$ cat src/rtl/ib_vnu_v2c_src_ctrl_pkg.sv
// Shared definitions for the degree-3 VNU iteration/layer sequencer and the
// CNU-side controller: state encoding, default geometry and a width helper.
package ib_vnu_v2c_src_ctrl_pkg;

    // Default datapath geometry; QUAN_SIZE and PIPELINE_DEPTH match the
    // decoder-wide defines so the controller and datapath agree on drain length.
    localparam int IB_QUAN_SIZE      = 4;
    localparam int IB_PIPELINE_DEPTH = 3;
    localparam int IB_ITER_MAX       = 10;
    localparam int IB_LAYER_NUM      = 4;
    localparam int IB_ITER_WIDTH     = 4;
    localparam int IB_LAYER_WIDTH    = 2;

    // Sequencer states, 3-bit encoding fixed so traces are comparable
    // between the VNU-side and CNU-side controllers.
    typedef enum logic [2:0] {
        ST_IDLE       = 3'd0,
        ST_FIRST_ITER = 3'd1,
        ST_ITER       = 3'd2,
        ST_DRAIN      = 3'd3,
        ST_DONE       = 3'd4
    } ib_ctrl_state_t;

    // Width of the drain down-counter: it must hold PIPELINE_DEPTH-2,
    // which always fits in clog2(PIPELINE_DEPTH) bits; never narrower than 1.
    function automatic int ib_drain_width(input int depth);
        int w;
        w = $clog2(depth);
        if (w < 1) begin
            w = 1;
        end
        return w;
    endfunction

endpackage

$ cat src/rtl/ib_vnu_v2c_src_ctrl_drain_counter.sv
// ib_drain_counter: loadable down-counter with a zero flag. Load has priority
// over decrement; decrement saturates at zero so the flag stays asserted.
// Shared between the VNU-side and CNU-side pipeline drain sequencing.
module ib_drain_counter #(
    parameter int CNT_W = 2
) (
    input  logic             i_clk,
    input  logic             i_rst,
    input  logic             i_load,
    input  logic [CNT_W-1:0] i_load_val,
    input  logic             i_dec,
    output logic             o_zero
);

    logic [CNT_W-1:0] r_count;

    // Count register: load, else decrement while nonzero
    always_ff @(posedge i_clk) begin
        if (i_rst) begin
            r_count <= '0;
        end else if (i_load) begin
            r_count <= i_load_val;
        end else if (i_dec && (r_count != '0)) begin
            r_count <= r_count - CNT_W'(1);
        end
    end

    assign o_zero = (r_count == '0);

endmodule

$ cat src/rtl/ib_vnu_v2c_src_ctrl.sv
// ib_vnu_v2c_src_ctrl: iteration/layer sequencer in front of the degree-3 VNU.
// Selects channel-LLR bypass during iteration 0, gates the c2v pipeline and the
// decision-node capture, drains the pipeline after the last layer and pulses done.
// Optional early termination on syndrome convergence: define IB_EARLY_TERM_EN.
module ib_vnu_v2c_src_ctrl
    import ib_vnu_v2c_src_ctrl_pkg::*;
#(
    parameter int ITER_MAX       = IB_ITER_MAX,
    parameter int LAYER_NUM      = IB_LAYER_NUM,
    parameter int PIPELINE_DEPTH = IB_PIPELINE_DEPTH,
    parameter int ITER_WIDTH     = IB_ITER_WIDTH,
    parameter int LAYER_WIDTH    = IB_LAYER_WIDTH
) (
    input  logic                   read_clk,
    input  logic                   reset,
    input  logic                   start,
    input  logic                   layer_done,
    input  logic                   converged,
    output logic                   v2c_src,
    output logic                   pipe_en,
    output logic                   dec_en,
    output logic [ITER_WIDTH-1:0]  iter_cnt,
    output logic [LAYER_WIDTH-1:0] layer_cnt,
    output logic                   busy,
    output logic                   done
);

    localparam int                     DRAIN_W    = ib_drain_width(PIPELINE_DEPTH);
    localparam logic [DRAIN_W-1:0]     DRAIN_LOAD = DRAIN_W'(PIPELINE_DEPTH - 2);
    localparam logic [ITER_WIDTH-1:0]  ITER_LAST  = ITER_WIDTH'(ITER_MAX - 1);
    localparam logic [LAYER_WIDTH-1:0] LAYER_LAST = LAYER_WIDTH'(LAYER_NUM - 1);
    localparam logic                   SINGLE_IT  = (ITER_MAX == 1);

    ib_ctrl_state_t         r_state;
    logic                   r_v2c_src;
    logic                   r_pipe_en;
    logic                   r_dec_en;
    logic [ITER_WIDTH-1:0]  r_iter_cnt;
    logic [LAYER_WIDTH-1:0] r_layer_cnt;
    logic                   r_busy;
    logic                   r_done;

    logic                   w_layer_phase;
    logic                   w_wrap;
    logic                   w_early;
    logic                   w_finish;
    logic                   w_drain_dec;
    logic                   w_drain_zero;
    logic [ITER_WIDTH-1:0]  w_iter_next;

    // Layer processing happens in FIRST_ITER and ITER; a layer_done on the last
    // layer wraps the layer counter and closes the iteration.
    assign w_layer_phase = (r_state == ST_FIRST_ITER) || (r_state == ST_ITER);
    assign w_wrap        = w_layer_phase && layer_done && (r_layer_cnt == LAYER_LAST);
    assign w_iter_next   = r_iter_cnt + ITER_WIDTH'(1);

`ifdef IB_EARLY_TERM_EN
    // Convergence is only trusted once VNU outputs are in use, i.e. not during
    // the channel-LLR bypass iteration.
    assign w_early = (r_state == ST_ITER) && converged;
`else
    // Port kept for a uniform interface; gated off so only ITER_MAX terminates.
    assign w_early = converged & 1'b0;
`endif

    assign w_finish    = w_wrap && ((r_iter_cnt == ITER_LAST) || w_early);
    assign w_drain_dec = (r_state == ST_DRAIN);

    // Drain length counter, loaded on the edge that enters DRAIN
    ib_drain_counter #(
        .CNT_W (DRAIN_W)
    ) u_drain_cnt (
        .i_clk      (read_clk),
        .i_rst      (reset),
        .i_load     (w_finish),
        .i_load_val (DRAIN_LOAD),
        .i_dec      (w_drain_dec),
        .o_zero     (w_drain_zero)
    );

    // Sequencer FSM with registered outputs
    always_ff @(posedge read_clk) begin
        if (reset) begin
            r_state     <= ST_IDLE;
            r_v2c_src   <= 1'b0;
            r_pipe_en   <= 1'b0;
            r_dec_en    <= 1'b0;
            r_iter_cnt  <= '0;
            r_layer_cnt <= '0;
            r_busy      <= 1'b0;
            r_done      <= 1'b0;
        end else begin
            r_done <= 1'b0;
            case (r_state)
                ST_IDLE: begin
                    // start takes priority; a coincident layer_done is dropped
                    if (start) begin
                        r_state     <= ST_FIRST_ITER;
                        r_v2c_src   <= 1'b1;
                        r_pipe_en   <= 1'b1;
                        r_dec_en    <= SINGLE_IT;
                        r_iter_cnt  <= '0;
                        r_layer_cnt <= '0;
                        r_busy      <= 1'b1;
                    end
                end

                ST_FIRST_ITER, ST_ITER: begin
                    if (layer_done) begin
                        if (r_layer_cnt != LAYER_LAST) begin
                            r_layer_cnt <= r_layer_cnt + LAYER_WIDTH'(1);
                        end else begin
                            r_layer_cnt <= '0;
                            r_v2c_src   <= 1'b0;
                            if (w_finish) begin
                                // Iteration counter holds the final value
                                // through DRAIN/DONE for the host to read.
                                r_state  <= ST_DRAIN;
                                r_dec_en <= 1'b1;
                            end else begin
                                r_state    <= ST_ITER;
                                r_iter_cnt <= w_iter_next;
                                r_dec_en   <= (w_iter_next == ITER_LAST);
                            end
                        end
                    end
                end

                ST_DRAIN: begin
                    // Pipeline keeps advancing and decisions keep being
                    // captured until the last in-flight layer leaves.
                    if (w_drain_zero) begin
                        r_state   <= ST_DONE;
                        r_done    <= 1'b1;
                        r_pipe_en <= 1'b0;
                        r_dec_en  <= 1'b0;
                        r_busy    <= 1'b0;
                    end
                end

                ST_DONE: begin
                    r_state <= ST_IDLE;
                end

                default: begin
                    r_state   <= ST_IDLE;
                    r_v2c_src <= 1'b0;
                    r_pipe_en <= 1'b0;
                    r_dec_en  <= 1'b0;
                    r_busy    <= 1'b0;
                end
            endcase
        end
    end

    assign v2c_src   = r_v2c_src;
    assign pipe_en   = r_pipe_en;
    assign dec_en    = r_dec_en;
    assign iter_cnt  = r_iter_cnt;
    assign layer_cnt = r_layer_cnt;
    assign busy      = r_busy;
    assign done      = r_done;

endmodule
$ cat config.mk
export PLATFORM = sky130hd
export DESIGN_NAME = ib_vnu_v2c_src_ctrl
export DESIGN_NICKNAME = d
export VERILOG_FILES = /design/src/rtl/ib_vnu_v2c_src_ctrl_pkg.sv /design/src/rtl/ib_vnu_v2c_src_ctrl_drain_counter.sv /design/src/rtl/ib_vnu_v2c_src_ctrl.sv
export SDC_FILE = /design/constraint.sdc
export NUM_CORES = 1
export LEC_CHECK = 0
export ABC_AREA = 0
export BUFFER_PORTS_ARGS = -buffer_cell sky130_fd_sc_hd__buf_2
export CORE_ASPECT_RATIO = 1.5
export CORE_MARGIN = 2
export CORE_UTILIZATION = 30
export CTS_BUF_LIST = sky130_fd_sc_hd__clkbuf_16
export DETAILED_ROUTE_END_ITERATION = 8
export PLACE_DENSITY = 0.52
export SLEW_MARGIN = 20
export SYNTH_ARGS = -nofsm -noshare
export SYNTH_HDL_FRONTEND = slang
export SYNTH_SLANG_ARGS = --single-unit
export TNS_END_PERCENT = 100
$ cat constraint.sdc
create_clock -name read_clk -period 2.1 [get_ports read_clk]
set_clock_uncertainty 0.05 [all_clocks]
set_input_delay 0.525 -clock read_clk [delete_from_list [all_inputs] [get_ports read_clk]]
set_output_delay 0.525 -clock read_clk [all_outputs]
set_load 0.01 [all_outputs]
== Word-level counts from Yosys, hierarchy flattened ==
Index checks and enable logic that the tools add are counted.
Storage, ports and cells
  flip-flop bits (word level): 15
  input bits: 5
  logic and storage cells: 79
Operators by class
  $add $sub $neg: 3
  eq/ne operators: 13
  multiplexer cells: 29
  bitwise gates (word level): 4
  reductions and logical operators: 21
Operators with widths (count)
  two-way mux 4 bit: 4
  two-way mux 1 bit: 12
  two-way mux 3 bit: 4
  != test 2 bit, second input constant: 6
  AND reduction 5 bit: 2
  one-hot mux 3 bit (3 select lines): 1
  equality test 4 bit, second input constant: 2
  one-hot mux 4 bit (2 select lines): 1
  AND reduction 4 bit: 2
  OR reduction 2 bit: 4
  equality test 3 x 2 -> 1 bit, second input constant: 2
  two-way mux 2 bit: 3
  one-hot mux 1 bit (3 select lines): 2
  AND reduction 3 bit: 2
  nonzero test 2 bit: 3
  adder 4 x 1 -> 4 bit, second input constant: 1
  logical AND 1 bit: 4
  inverter 1 bit: 4
  one-hot mux 1 bit (4 select lines): 1
  one-hot mux 2 bit (2 select lines): 1
  equality test 3 x 1 -> 1 bit, second input constant: 1
  equality test 3 bit, second input constant: 1
  logical NOT 3 bit: 1
  OR reduction 3 bit: 1
  5 further kinds: 5

== Longest topological paths before layout ==
  depth after elaboration: 9
  mapped depth: 6

== Modules after synthesis ==
Synthesis repeated with hierarchy kept, for this count alone.
Second synthesis, totals
  cells, all modules: 118
  area, all modules: 927.1 µm²
By module, submodules not included
  ib_vnu_v2c_src_ctrl: instances 1, cells an instance 104, area an instance 800.8 µm²
  ib_drain_counter: instances 1, cells an instance 14, area an instance 126.4 µm²

== Least setup slack after synthesis ==
OpenSTA, ideal clock, no wires.
  kind: reg-to-reg
  start point: register r_iter_cnt[0], in the netlist iter_cnt[0]
  end point: register r_state[0]
  setup time: 86 ps
  arrival time: 1436 ps
  slack: 529 ps
  cell stages (with the launch flop): 6
  path buffers: 0
  cells stage by stage: dfxtp_1 > ha_1 > nand3b_1 > nor4_1 > a21oi_1 > a211oi_1
On the way
  cells in the longest elaborated chain, start to end: 6
Ends and longest elaborated chain
  from (decl): line ib_vnu_v2c_src_ctrl.sv:38  | logic [ITER_WIDTH-1:0] r_iter_cnt;
  from (signal assigned): line ib_vnu_v2c_src_ctrl.sv:122  | r_iter_cnt <= w_iter_next;
  equality test 4 bit: line ib_vnu_v2c_src_ctrl.sv:66  | assign w_finish = w_wrap && ((r_iter_cnt == ITER_LAST) || w_early);
  logical AND 1 bit: line ib_vnu_v2c_src_ctrl.sv:66
  two-way mux 1 bit: line ib_vnu_v2c_src_ctrl.sv:115  | if (w_finish) begin
  two-way mux 3 bit: line ib_vnu_v2c_src_ctrl.sv:110  | if (r_layer_cnt != LAYER_LAST) begin
  two-way mux 3 bit: line ib_vnu_v2c_src_ctrl.sv:109  | if (layer_done) begin
  one-hot mux 3 bit (3 select lines): line ib_vnu_v2c_src_ctrl.sv:94  | case (r_state)
  to (signal assigned): line ib_vnu_v2c_src_ctrl.sv:98  | r_state <= ST_FIRST_ITER;
  to (signal assigned): line ib_vnu_v2c_src_ctrl.sv:118  | r_state <= ST_DRAIN;
  to (signal assigned): line ib_vnu_v2c_src_ctrl.sv:121  | r_state <= ST_ITER;
  to (decl): line ib_vnu_v2c_src_ctrl.sv:34  | ib_ctrl_state_t r_state;
No other way between the ends. The select of a mux whose other input is x is not followed.
A chain may end at the register's enable or synchronous reset.

== Worst setup path after layout ==
  start point: register r_state[0]
  end point: register r_iter_cnt[1], in the netlist iter_cnt[1]
On the way
  cells in the longest elaborated chain, start to end: 7
  elaborated cells on any way between the ends: 15
  those cells by class: 6 x eq/ne; 1 x mux; 8 x reduce/logical
Ends and longest elaborated chain
  from (signal assigned): line ib_vnu_v2c_src_ctrl.sv:84  | r_state <= ST_IDLE;
  from (signal assigned): line ib_vnu_v2c_src_ctrl.sv:98
  from (signal assigned): line ib_vnu_v2c_src_ctrl.sv:118
  equality test 3 x 1 -> 1 bit or equality test 3 x 2 -> 1 bit (tied branches): line ib_vnu_v2c_src_ctrl.sv:53, ib_vnu_v2c_src_ctrl.sv:94
  logical OR 1 bit: line ib_vnu_v2c_src_ctrl.sv:53  | assign w_layer_phase = (r_state == ST_FIRST_ITER) || (r_state == ST_ITER);
  logical AND 1 bit (2 in series): line ib_vnu_v2c_src_ctrl.sv:54  | assign w_wrap = w_layer_phase && layer_done && (r_layer_cnt == LAYER_LAST);
  logical AND 1 bit: line ib_vnu_v2c_src_ctrl.sv:66
  != test 2 bit (no source line)
  AND reduction 5 bit (no source line)
Parallel ways exist; a longest one is shown, timed or not.

==> impl_metrics.tcl <==
set metrics [dict create \
    diodes 0 \
    synth.cell_area_sq_um 903 \
    drt-vias-per-instance 5.13 \
    globalplace.congestion 0.803 \
    crit_chain "xor2_1 -> a31oi_1 -> or3_1 -> o31ai_1" \
    place_ws_ns 0.346 \
    antenna_found_initial 0 \
    p_int_mw 0.596 \
    reg2reg_slack_ns 0.32 \
    synth_edf_count 0 \
    clock-root-buffer "clkbuf_16" \
    path_clk_slew_ns 0.05 \
    crit_buf_inv 0 \
    reg2reg_to "iter_cnt[1]" \
    outcome "finished clean" \
    drt-total-wl_mm 1.98 \
    cap_violations 0 \
    hold_end "busy" \
    synth_top_cell_by_area "dfxtp_1" \
    clk_latency_ns 0.24 \
    fp-row-count 24 \
    die_w_um 48.8 \
    start_util_pct 31.3 \
    drc 0 \
    grt_max_degree 19 \
    fin_nets 132 \
    drv_slew 0 \
    synth.area.top_cells "dfxtp_1, ha_1, a21oi_1, nand2_1, o21ai_0" \
    finalCritPeriodShare_pct 84.9 \
    dp_hpwl_mm 1.47 \
    synth_nets 117 \
    cts-htree-levels 1 \
    ys.flop_type "dfxtp_1" \
    cpPeakStageDelay_ns 0.60 \
    cellLeakagePower_nw 0.425 \
    synth_top_area_share_pct 33.2 \
    first_iter_violations 29 \
    netSwitchingFraction_pct 24.1 \
    clk_path_buf_depth 2 \
    vias 821 \
    cts_tree "built" \
    fin_tns_setup_ns 0 \
    core_area_sq_mm 0.00288 \
    io_pins 16 \
    cts-resized-gates 0 \
    reg2reg_from "r_state[0]" \
    clockPowerShare_pct 45.9 \
    cts_buffers 3 \
    arrival_ns 1.89 \
    grt_overflow 0 \
    wl_per_cell_um 12.3 \
    criticalPathCategory "flop to flop" \
    worstSetupEndpointType "flop" \
    first_pass_iters 4 \
    p_comb_share_pct 13.9 \
    cts_sinks 15 \
    final_cell_mix "dfxtp_1, buf_2, nand2_1" \
    crit_family "flip-flops" \
    grt_usage_pct 12.4 \
    hold_depth 2 \
    ant_nets 0 \
    cp-start-kind "flop" \
    maxSlewHeadroom_pct 68.9 \
    die_h_um 71.2 \
    grt_pass1_vias 805 \
    seq_area_frac_synth_pct 33.2 \
    cp_max_fo 12 \
    drive_above_1_share_pct 18.2 \
    max-vdd-ir-drop_mv 0.291 \
    async_flop_share_pct 0 \
    synthCells 107 \
    min_period_ns 1.78 \
    area_growth_pct 19.4 \
    hold_start "busy" \
    ys_types 38 \
    avgSynthCellArea_sq_um 8.44 \
    seqPwrFrac_pct 40.2 \
    hold_ws_ns 0.446 \
    io_buffers 14 \
    worst_pin_slew_ns 0.465 \
    worst-path-stages 4 \
    cp_slowest_cell "dfxtp_1" \
    switchingPower_mw 0.190 \
    grt_setup_unrepaired "no" \
    hp-class "flop to flop" \
    fmax_mhz 561 \
    post_cts_buffers 0 \
    grt_pass1_wl_mm 3.44 \
    yosysWarnings 0 \
    n_fill_cell 323 \
    critPathRequiredTime_ns 2.20 \
    layout_commonest_cell "dfxtp_1" \
    setup_viol 0 \
    die_area_sq_mm 0.00348 \
    ctsHoldBuffers 0 \
    hold_viol 0 \
    powerDensity_mw_per_mm2 729 \
    worstRegToRegCells 4 \
    ys_ff_latch 15 \
    fin_ws_ns 0.317 \
]
## metal layers
layer / GRT usage [%] / up-vias / share of wire, %
met4: 6.67 / 0 / 2.4
met3: 2.11 / 5 / 2.5
met5: 0 / - / 0
met2: 23.0 / 12 / 54
met1: 13.2 / 385 / 41
li1: - / 419 / -
## power by group through the flow
stage	registers, mW	clock network, mW	logic [mW]
2_1_floorplan	0.315	0	0.0938
3_3_place_gp	0.322	0	0.109
3_5_place_dp	0.321	0	0.110
4_1_cts	0.316	0.370	0.111
5_1_grt	0.319	0.380	0.123
6_report	0.316	0.361	0.109
## stage by stage
| step | utilization, % | cells | instance area (sq um) | total power [mW] |
|---|---|---|---|---|
| floorplan | - | 107 | 903 | 0.409 |
| global placement | 34.7 | 156 | 1000 | 0.430 |
| detailed placement | 34.7 | 156 | 1000 | 0.431 |
| CTS | 37.4 | 160 | 1080 | 0.797 |
| global route | 37.4 | 160 | 1080 | 0.822 |
| finish | 37.4 | 160 | 1080 | 0.786 |
## area by class of cell
cell class	instances	area [sq um]	area share, %
tap	39	48.8	4.52
inverter	6	22.5	2.09
timing repair buffer	16	85.1	7.89
multi-input combinational	80	543	50.3
sequential	15	300	27.8
clock buffer	3	75.1	6.96
clock inverter	1	3.75	0.348
## state kept, by name, indices dropped and copies added, names as in the netlist
| name | count |
|---|---|
| busy | 1 |
| dec_en | 1 |
| done | 1 |
| iter_cnt | 4 |
| layer_cnt | 2 |
| r_state | 3 |
| u_drain_cnt.r_count | 2 |
| v2c_src | 1 |
## synthesized netlist by cell type, drive strengths merged, types with 4 or more instances
library cell	number
ha	5
nand2	9
dfxtp	15
nand3b	4
inv	6
nor2	8
o21ai	6
a21oi	7
## kinds of logic after synthesis
group,share of synthesized area (%)
and+or+nand+nor,27.1
AOI/OAI and AO/OA,20.2
DFF,33.2
buffers and inverters,6.65
adders and majority gates,6.93
xor gates and xnor gates,4.71
muxes,1.11
## tightest hold or removal path: stages, from the launching register on
cell and delay, ns:
dfxtp_1 0.33, nand2_1 0.06, a21oi_1 0.05
## worst max-delay path by stage
stage / startpoint / to / slack, ns
2_1_floorplan: iter_cnt[0] / r_state[0] / 0.53
3_3_place_gp: r_state[0] / iter_cnt[1] / 0.31
3_5_place_dp: r_state[0] / iter_cnt[1] / 0.35
4_1_cts: r_state[0] / iter_cnt[1] / 0.31
5_1_grt: r_state[0] / v2c_src / 0.18
6_report: r_state[0] / iter_cnt[1] / 0.32
Power figures use the tool's default switching activity.
